<file path="config.mk">
export PLATFORM = sky130hd
export DESIGN_NAME = pipelined_barrel_shifter
export DESIGN_NICKNAME = d
export VERILOG_FILES = /design/src/rtl/shifter_pkg.sv /design/src/rtl/barrel_shift_stage.sv /design/src/rtl/pipelined_barrel_shifter.sv
export SDC_FILE = /design/constraint.sdc
export NUM_CORES = 1
export LEC_CHECK = 0
export ABC_CLOCK_PERIOD_IN_PS = 2900
export CAP_MARGIN = 30
export CORE_MARGIN = 5
export CORE_UTILIZATION = 30
export DETAILED_ROUTE_END_ITERATION = 16
export SLEW_MARGIN = 20
export SYNTH_ARGS = -nofsm -noshare
export SYNTH_HDL_FRONTEND = slang
export SYNTH_SLANG_ARGS = --single-unit
</file>
<file path="constraint.sdc">
create_clock -name clk -period 2.9 [get_ports clk]
set_input_delay 0.58 -clock clk [delete_from_list [all_inputs] [get_ports clk]]
set_output_delay 0.58 -clock clk [all_outputs]
set_load 0.1 [all_outputs]
</file>
<file path="src/rtl/shifter_pkg.sv">
// Shared types and helpers for the pipelined barrel shifter.
// Shift-kind encodings, direction constants and the shift-amount width rule.
package shifter_pkg;

  typedef enum logic [1:0] {
    SHIFT_LOGICAL = 2'b00,
    SHIFT_ARITH   = 2'b01,
    SHIFT_ROTATE  = 2'b10
  } shift_mode_e;

  localparam logic DIR_LEFT  = 1'b0;
  localparam logic DIR_RIGHT = 1'b1;

  function automatic int shamt_width(input int width);
    return (width < 2) ? 1 : $clog2(width);
  endfunction

endpackage

</file>
<file path="src/rtl/barrel_shift_stage.sv">
// One registered shift stage: shifts by 2**STAGE_IDX when its amount bit is set.
// Optional sticky accumulation is enabled by BARREL_SHIFTER_STICKY_EN.
module barrel_shift_stage
  import shifter_pkg::*;
#(
  parameter int  WIDTH     = 32,
  parameter int  TAG_W     = 4,
  parameter int  STAGE_IDX = 0,
  localparam int SH_W      = shamt_width(WIDTH)
) (
  input  logic             clk,
  input  logic             rst_n,
  input  logic             in_valid,
  output logic             in_ready,
  input  logic [WIDTH-1:0] in_data,
  input  logic [SH_W-1:0]  in_amt,
  input  logic [1:0]       in_mode,
  input  logic             in_dir,
  input  logic [TAG_W-1:0] in_tag,
  input  logic             in_ovf,
`ifdef BARREL_SHIFTER_STICKY_EN
  input  logic             in_sticky,
  output logic             out_sticky,
`endif
  output logic             out_valid,
  input  logic             out_ready,
  output logic [WIDTH-1:0] out_data,
  output logic [SH_W-1:0]  out_amt,
  output logic [1:0]       out_mode,
  output logic             out_dir,
  output logic [TAG_W-1:0] out_tag,
  output logic             out_ovf
);

  localparam int SHIFT = 1 << STAGE_IDX;

  logic               r_valid;
  logic [WIDTH-1:0]   r_data;
  logic [SH_W-1:0]    r_amt;
  logic [1:0]         r_mode;
  logic               r_dir;
  logic [TAG_W-1:0]   r_tag;
  logic               r_ovf;

  logic [2*WIDTH-1:0] w_dd;
  logic [2*WIDTH-1:0] w_dd_l;
  logic [2*WIDTH-1:0] w_dd_r;
  logic [WIDTH-1:0]   w_shl;
  logic [WIDTH-1:0]   w_lsr;
  logic [WIDTH-1:0]   w_asr;
  logic [WIDTH-1:0]   w_top;
  logic [WIDTH-1:0]   w_shifted;
  logic               w_take;
  logic               w_top_mixed;
  logic               w_ovf_here;

  // Rotates come from the doubled operand so no part-select depends on STAGE_IDX.
  assign w_dd        = {in_data, in_data};
  assign w_dd_l      = w_dd << SHIFT;
  assign w_dd_r      = w_dd >> SHIFT;
  assign w_shl       = in_data << SHIFT;
  assign w_lsr       = in_data >> SHIFT;
  assign w_asr       = $signed(in_data) >>> SHIFT;
  // Top SHIFT+1 bits equal <=> this sign-extended slice is all zeros or all ones.
  assign w_top       = $signed(in_data) >>> (WIDTH - 1 - SHIFT);
  assign w_top_mixed = (w_top != '0) && (w_top != '1);
  assign w_take      = in_amt[STAGE_IDX];

  always_comb begin
    w_shifted  = in_data;
    w_ovf_here = 1'b0;
    if (w_take) begin
      if (in_dir == DIR_LEFT) begin
        w_shifted  = (in_mode == SHIFT_ROTATE) ? w_dd_l[2*WIDTH-1:WIDTH] : w_shl;
        w_ovf_here = (in_mode == SHIFT_ARITH) && w_top_mixed;
      end else begin
        case (in_mode)
          SHIFT_ROTATE: w_shifted = w_dd_r[WIDTH-1:0];
          SHIFT_ARITH:  w_shifted = w_asr;
          default:      w_shifted = w_lsr;
        endcase
      end
    end
  end

  // Handshake: a beat moves when valid & ready. This stage accepts whenever it is
  // empty or its current beat leaves in the same cycle, so bubbles collapse.
  assign in_ready = !r_valid || out_ready;

  always_ff @(posedge clk) begin
    if (!rst_n) begin
      r_valid <= 1'b0;
      r_data  <= '0;
      r_amt   <= '0;
      r_mode  <= '0;
      r_dir   <= 1'b0;
      r_tag   <= '0;
      r_ovf   <= 1'b0;
    end else if (in_ready) begin
      r_valid <= in_valid;
      if (in_valid) begin
        r_data <= w_shifted;
        r_amt  <= in_amt;
        r_mode <= in_mode;
        r_dir  <= in_dir;
        r_tag  <= in_tag;
        r_ovf  <= in_ovf || w_ovf_here;
      end
    end
  end

`ifdef BARREL_SHIFTER_STICKY_EN
  logic [WIDTH-1:0] w_low_bits;
  logic             w_sticky_here;
  logic             r_sticky;

  assign w_low_bits    = in_data << (WIDTH - SHIFT);
  assign w_sticky_here = w_take && (in_dir == DIR_RIGHT) &&
                         (in_mode != SHIFT_ROTATE) && (w_low_bits != '0);

  always_ff @(posedge clk) begin
    if (!rst_n) begin
      r_sticky <= 1'b0;
    end else if (in_ready && in_valid) begin
      r_sticky <= in_sticky || w_sticky_here;
    end
  end

  assign out_sticky = r_sticky;
`endif

  assign out_valid = r_valid;
  assign out_data  = r_data;
  assign out_amt   = r_amt;
  assign out_mode  = r_mode;
  assign out_dir   = r_dir;
  assign out_tag   = r_tag;
  assign out_ovf   = r_ovf;

endmodule

</file>
<file path="src/rtl/pipelined_barrel_shifter.sv">
// Fully pipelined barrel shifter: one register stage per shift-amount bit.
// Define BARREL_SHIFTER_STICKY_EN to add the out_sticky right-shift lost-bit flag.
module pipelined_barrel_shifter
  import shifter_pkg::*;
#(
  parameter int  WIDTH = 32,
  parameter int  TAG_W = 4,
  localparam int SH_W  = shamt_width(WIDTH)
) (
  input  logic             clk,
  input  logic             rst_n,
  input  logic             in_valid,
  output logic             in_ready,
  input  logic [WIDTH-1:0] in_data,
  input  logic [SH_W-1:0]  in_amt,
  input  logic [1:0]       in_mode,
  input  logic             in_dir,
  input  logic [TAG_W-1:0] in_tag,
  output logic             out_valid,
  input  logic             out_ready,
  output logic [WIDTH-1:0] out_data,
  output logic             out_ovf,
`ifdef BARREL_SHIFTER_STICKY_EN
  output logic             out_sticky,
`endif
  output logic [TAG_W-1:0] out_tag
);

  // Index k is the input of stage k; index SH_W is the pipe output.
  logic             w_valid [SH_W+1];
  logic             w_ready [SH_W+1];
  logic [WIDTH-1:0] w_data  [SH_W+1];
  logic [SH_W-1:0]  w_amt   [SH_W+1];
  logic [1:0]       w_mode  [SH_W+1];
  logic             w_dir   [SH_W+1];
  logic [TAG_W-1:0] w_tag   [SH_W+1];
  logic             w_ovf   [SH_W+1];
`ifdef BARREL_SHIFTER_STICKY_EN
  logic             w_sticky [SH_W+1];

  assign w_sticky[0] = 1'b0;
  assign out_sticky  = w_sticky[SH_W];
`endif

  assign w_valid[0]    = in_valid;
  assign w_data[0]     = in_data;
  assign w_amt[0]      = in_amt;
  assign w_mode[0]     = in_mode;
  assign w_dir[0]      = in_dir;
  assign w_tag[0]      = in_tag;
  assign w_ovf[0]      = 1'b0;
  assign w_ready[SH_W] = out_ready;

  // Held low during reset so upstream never sees a transfer that reset discards.
  assign in_ready = rst_n && w_ready[0];

  for (genvar k = 0; k < SH_W; k++) begin : g_stage
    barrel_shift_stage #(
      .WIDTH     (WIDTH),
      .TAG_W     (TAG_W),
      .STAGE_IDX (k)
    ) u_stage (
      .clk        (clk),
      .rst_n      (rst_n),
      .in_valid   (w_valid[k]),
      .in_ready   (w_ready[k]),
      .in_data    (w_data[k]),
      .in_amt     (w_amt[k]),
      .in_mode    (w_mode[k]),
      .in_dir     (w_dir[k]),
      .in_tag     (w_tag[k]),
      .in_ovf     (w_ovf[k]),
`ifdef BARREL_SHIFTER_STICKY_EN
      .in_sticky  (w_sticky[k]),
      .out_sticky (w_sticky[k+1]),
`endif
      .out_valid  (w_valid[k+1]),
      .out_ready  (w_ready[k+1]),
      .out_data   (w_data[k+1]),
      .out_amt    (w_amt[k+1]),
      .out_mode   (w_mode[k+1]),
      .out_dir    (w_dir[k+1]),
      .out_tag    (w_tag[k+1]),
      .out_ovf    (w_ovf[k+1])
    );
  end

  assign out_valid = w_valid[SH_W];
  assign out_data  = w_data[SH_W];
  assign out_tag   = w_tag[SH_W];
  assign out_ovf   = w_ovf[SH_W];

endmodule

</file>
==> flow_summary.html <==
<table>
<tr><th>Metric</th><th>Value</th></tr>
<tr><th colspan="2">Outcome</th></tr>
<tr><td>Status</td><td>complete, no violations</td></tr>
<tr><th colspan="2">CTS</th></tr>
<tr><td>Number of sinks driven by the clock tree</td><td>212</td></tr>
<tr><td>Latest clock arrival within the worst-skew pair</td><td>0.52 ns</td></tr>
<tr><td># resized after CTS</td><td>0</td></tr>
<tr><td>Post-CTS Repair Setup Buffers</td><td>0</td></tr>
<tr><td>Clock tree from TritonCTS</td><td>done</td></tr>
<tr><td>TritonCTS buffer count</td><td>25</td></tr>
<tr><td>CTS max path bufs</td><td>3</td></tr>
<tr><td>H-Tree Level Count</td><td>1</td></tr>
<tr><td>Worst-path clk slew</td><td>0.06 ns</td></tr>
<tr><td>Buffer type at the clock tree root</td><td>clkbuf_16</td></tr>
<tr><td>Hold_buf cts</td><td>0</td></tr>
<tr><th colspan="2">Power and ir drop</th></tr>
<tr><td>Int Power</td><td>5.17 mW</td></tr>
<tr><td>Static Leakage</td><td>3.99 nW</td></tr>
<tr><td>Max rail drop VDD</td><td>0.443 mV</td></tr>
<tr><td>Portion of total power attributed to the clock network</td><td>45.8%</td></tr>
<tr><td>Share of total power in sequential cells</td><td>45.0%</td></tr>
<tr><td>Comb power frac</td><td>9.2%</td></tr>
<tr><td>Net switching component of the power</td><td>1.74 mW</td></tr>
<tr><td>Power density cells</td><td>542 nW/µm²</td></tr>
<tr><td>Switching portion of total power</td><td>25.2%</td></tr>
<tr><th colspan="2">Worst setup path</th></tr>
<tr><td>Number of buffer and inverter instances along the worst setup path</td><td>2</td></tr>
<tr><td>Largest stage delay, worst path</td><td>0.42 ns</td></tr>
<tr><td>Capturing element type of the critical path</td><td>primary output</td></tr>
<tr><td>List of cells traversed by the critical path</td><td>clkdlybuf4s50_1 &gt; nand2b_2 &gt; nor3_1 &gt; nor2_2 &gt; buf_12</td></tr>
<tr><td>Start-to-end type of the worst setup path</td><td>input pin to primary output</td></tr>
<tr><td>Data arrival time at the worst-slack endpoint</td><td>2.04 ns</td></tr>
<tr><td>Worst r2r dst</td><td>g_stage[4].u_stage.out_data[27]$_SDFFE_PN0P_</td></tr>
<tr><td>Reg-to-reg critical path startpoint</td><td>g_stage[3].u_stage.out_mode[0]$_SDFFE_PN0P_</td></tr>
<tr><td>Highest-delay cell along the critical path</td><td>clkdlybuf4s50_1</td></tr>
<tr><td>Cell count of the worst reg-to-reg path</td><td>6</td></tr>
<tr><td>Setup slack, reg-to-reg</td><td>0.79 ns</td></tr>
<tr><td>Largest fanout on the critical path</td><td>6</td></tr>
<tr><td>Required time at the worst-slack endpoint</td><td>2.32 ns</td></tr>
<tr><td>Cell type group with the largest total delay on the critical path</td><td>simple AND/OR/NAND/NOR gates</td></tr>
<tr><td>Crit path launch type</td><td>input pin</td></tr>
<tr><th colspan="2">Floorplanning</th></tr>
<tr><td># rows</td><td>69</td></tr>
<tr><td>DIE WIDTH</td><td>200 µm</td></tr>
<tr><td>Core ar.</td><td>35700 µm²</td></tr>
<tr><td>Die Height</td><td>200 µm</td></tr>
<tr><td>Area enclosed by the die boundary</td><td>40100 µm²</td></tr>
<tr><td>Io pins</td><td>87</td></tr>
<tr><td>Initial cell density of the core</td><td>30.4%</td></tr>
<tr><th colspan="2">Flow run</th></tr>
<tr><td>Max Cap Viol</td><td>0</td></tr>
<tr><th colspan="2">STA</th></tr>
<tr><td>Worst clock skew</td><td>0.0139 ns</td></tr>
<tr><td>Total of endpoints with negative setup slack in the final report</td><td>0</td></tr>
<tr><td>Final sum of negative setup slack</td><td>0 ns</td></tr>
<tr><td>Worst-margin pin slew</td><td>0.971 ns</td></tr>
<tr><td>Slew Limit Headroom</td><td>35.3%</td></tr>
<tr><td>Crit share post-route</td><td>90.2%</td></tr>
<tr><td>Number of hold-slack violations in the final timing report</td><td>0</td></tr>
<tr><td>Final slew viol count</td><td>0</td></tr>
<tr><td>Clock period minus final worst setup slack</td><td>2.62 ns</td></tr>
<tr><td>Setup repair after global routing missed its margin</td><td>no</td></tr>
<tr><td>Achievable clock frequency</td><td>382 MHz</td></tr>
<tr><th colspan="2">Global route</th></tr>
<tr><td>Final global-route overflow total</td><td>0</td></tr>
<tr><td>Global Route Usage Sum</td><td>14.1%</td></tr>
<tr><td>First-pass GRT wire length</td><td>48700 µm</td></tr>
<tr><td>Antenna violations before repair</td><td>0</td></tr>
<tr><td>Number of global-route vias before repair</td><td>9147</td></tr>
<tr><td>Largest net degree at the start of global routing</td><td>197</td></tr>
<tr><th colspan="2">Cells and area</th></tr>
<tr><td>Number of nets in the layout</td><td>1425</td></tr>
<tr><td>Area Growth Syn to Fin</td><td>17.6%</td></tr>
<tr><td>Fraction of layout instances using a drive strength above 1</td><td>12.6%</td></tr>
<tr><td>Utilization after layout</td><td>35.8%</td></tr>
<tr><td>Count of antenna diodes in the layout</td><td>0</td></tr>
<tr><th colspan="2">Synthesis</th></tr>
<tr><td>YS warnings</td><td>0</td></tr>
<tr><td>Top cells by area in the synthesized netlist</td><td>dfxtp_1 39%, nand2_1 11%, mux2i_1 9.1%, o211ai_1 8.0%, a21oi_1 5.6%</td></tr>
<tr><td>Unique cell type count in the Yosys netlist</td><td>50</td></tr>
<tr><td>Sequential area share after synthesis</td><td>39.1%</td></tr>
<tr><td>Post-synthesis compound-gate area fraction</td><td>25.9%</td></tr>
<tr><td>Adder and majority cell fraction of the synthesized area</td><td>1.15%</td></tr>
<tr><td>Avg Inst Size Synth</td><td>8.07 µm²</td></tr>
<tr><td>Synth Register Bits</td><td>212</td></tr>
<tr><td>Post-synthesis xor/xnor area fraction</td><td>0.0807%</td></tr>
<tr><td>Synthesized instance count</td><td>1345</td></tr>
<tr><td>Multiplexer share of the synthesized area</td><td>9.13%</td></tr>
<tr><td>Yosys top cell by area</td><td>dfxtp_1</td></tr>
<tr><td>Count of flip-flops with a built-in enable after synthesis</td><td>0</td></tr>
<tr><td>Proportion of synthesized flip-flops having asynchronous set or reset</td><td>0%</td></tr>
<tr><td>Simple-gate portion of the synthesized area</td><td>17.9%</td></tr>
<tr><td>Post-synth top area share</td><td>39.1%</td></tr>
<tr><td>Main combinational cell family by area after synthesis</td><td>compound AO/OA/AOI/OAI gates</td></tr>
<tr><td>Net count after synthesis</td><td>1403</td></tr>
<tr><td>Most used flip-flop cell after synthesis</td><td>dfxtp_1</td></tr>
<tr><td>Area of the mapped netlist</td><td>10900 µm²</td></tr>
<tr><th colspan="2">Detailed routing</th></tr>
<tr><td>Number of detailed-route iterations in the first pass</td><td>5</td></tr>
<tr><td>DRT iter0 DRCs</td><td>798</td></tr>
<tr><td>Post-route DRC</td><td>0</td></tr>
<tr><td>Total Routed Length</td><td>29400 µm</td></tr>
<tr><td>Via-per-instance ratio</td><td>5.26</td></tr>
<tr><td>Post-DR wirelength/cell</td><td>15.9 µm</td></tr>
<tr><td>Post-route ant nets</td><td>0</td></tr>
<tr><td>Vias</td><td>9718</td></tr>
<tr><th colspan="2">Hold path</th></tr>
<tr><td>Classification of the worst-slack hold path</td><td>flop to flop</td></tr>
<tr><td>Worst min-delay path startpoint</td><td>g_stage[0].u_stage.out_amt[2]$_SDFFE_PN0P_</td></tr>
<tr><td>Hold worst-path end</td><td>g_stage[1].u_stage.out_amt[2]$_SDFFE_PN0P_</td></tr>
<tr><td>Worst hold path depth</td><td>2</td></tr>
<tr><th colspan="2">Placed design</th></tr>
<tr><td>Number of input and output port buffers inserted</td><td>86</td></tr>
<tr><td>Final GP Congestion</td><td>0.820</td></tr>
<tr><td>Placed wire-length estimate</td><td>20300 µm</td></tr>
</table>
flip-flops by register name (all words and copies together) (netlist names):
signal                     count
g_stage.u_stage.out_valid      5
g_stage.u_stage.out_amt       10
g_stage.u_stage.out_mode       8
g_stage.u_stage.out_dir        4
g_stage.u_stage.out_tag       20
g_stage.u_stage.out_data     160
g_stage.u_stage.out_ovf        5
metrics by stage:
stage               cell area [µm²]  setup WS (ns)  power, mW  std cells  hold WS [ns]
finish                        12800          0.283       6.92       1847         0.452
CTS                           12800          0.299       7.01       1847         0.454
global route                  12800          0.199       7.21       1847         0.467
global placement              11900          0.338       3.81       1801         0.437
floorplan                     10900          0.285       3.61       1345         0.431
detailed placement            11900          0.299       3.82       1801         0.445
cell usage after synthesis, drive strengths merged, types with 11 or more instances:
master	n
o221ai	15
a21oi	159
dfxtp	212
inv	29
a211oi	16
mux2i	99
buf	55
a2111oi	16
a22oi	15
o211ai	116
nand3b	12
nor2	91
nor3	29
clkbuf	70
a21boi	12
a221oi	32
o21ai	11
nand2	308
cell families after synthesis:
family          count (synthesis)
buf+inv                       154
mux                            99
fa+ha+maj                      10
xor+xnor                        1
compound gates                399
flops                         212
simple gates                  470
layer usage:
metal	global-route usage, %	vias to the layer above	routed length, µm
met5	0	-	0
met4	3.59	0	572
met3	2.09	40	1270
met2	22.3	257	13200
met1	20.3	4545	14300
li1	-	4876	-
cell type report:
cell class | count | area (µm²)
Timing Repair Buffer | 120 | 1080
Clock buffer | 38 | 774
Sequential cell | 212 | 4250
Tap cell | 461 | 577
Inverter | 29 | 114
Fill cell | 3732 | 22900
Multi-Input combinational cell | 979 | 5890
Clock inverter | 8 | 75.1
power groups by stage:
| stage | clock network (mW) | logic, mW | registers (mW) |
|---|---|---|---|
| after global placement | 0 | 0.633 | 3.17 |
| after detailed placement | 0 | 0.641 | 3.18 |
| after global routing | 3.38 | 0.703 | 3.12 |
| final | 3.17 | 0.639 | 3.11 |
| after CTS | 3.26 | 0.642 | 3.11 |
| after floorplan | 0 | 0.420 | 3.19 |
placed cells by master (no fill, tap or decap), drive strengths merged, types with 7 or more instances in the layout:
master / netlist / final
a211oi: 16 / 16
a22oi: 15 / 15
clkdlybuf4s50: 0 / 45
a21boi: 12 / 12
a2111oi: 16 / 16
o221ai: 15 / 15
nand2: 308 / 308
nand3: 7 / 7
o211ai: 116 / 116
buf: 55 / 75
mux2i: 99 / 99
nand3b: 12 / 12
nor2: 91 / 91
inv: 29 / 31
a221oi: 32 / 32
dfxtp: 212 / 212
nor3: 29 / 29
a21oi: 159 / 159
clkbuf: 70 / 38
o21ai: 11 / 11
ha: 10 / 10
worst register-to-register path: stages, from the launching register on:
cell	delay, ns
dfxtp_1	0.35
inv_1	0.05
ha_1	0.31
nand2b_1	0.16
a21oi_2	0.62
a221oi_1	0.25
a211oi_1	0.28
how the worst max path moves through the flow:
stage	startpoint	end	slack [ns]	cells after the start
6_report	out_ready	in_ready	0.28	5
5_1_grt	out_ready	in_ready	0.20	5
4_1_cts	out_ready	in_ready	0.30	5
3_5_place_dp	out_ready	in_ready	0.30	5
3_3_place_gp	out_ready	in_ready	0.34	5
2_1_floorplan	rst_n	in_ready	0.29	5
Note: power is estimated with default switching activity, not from simulation.
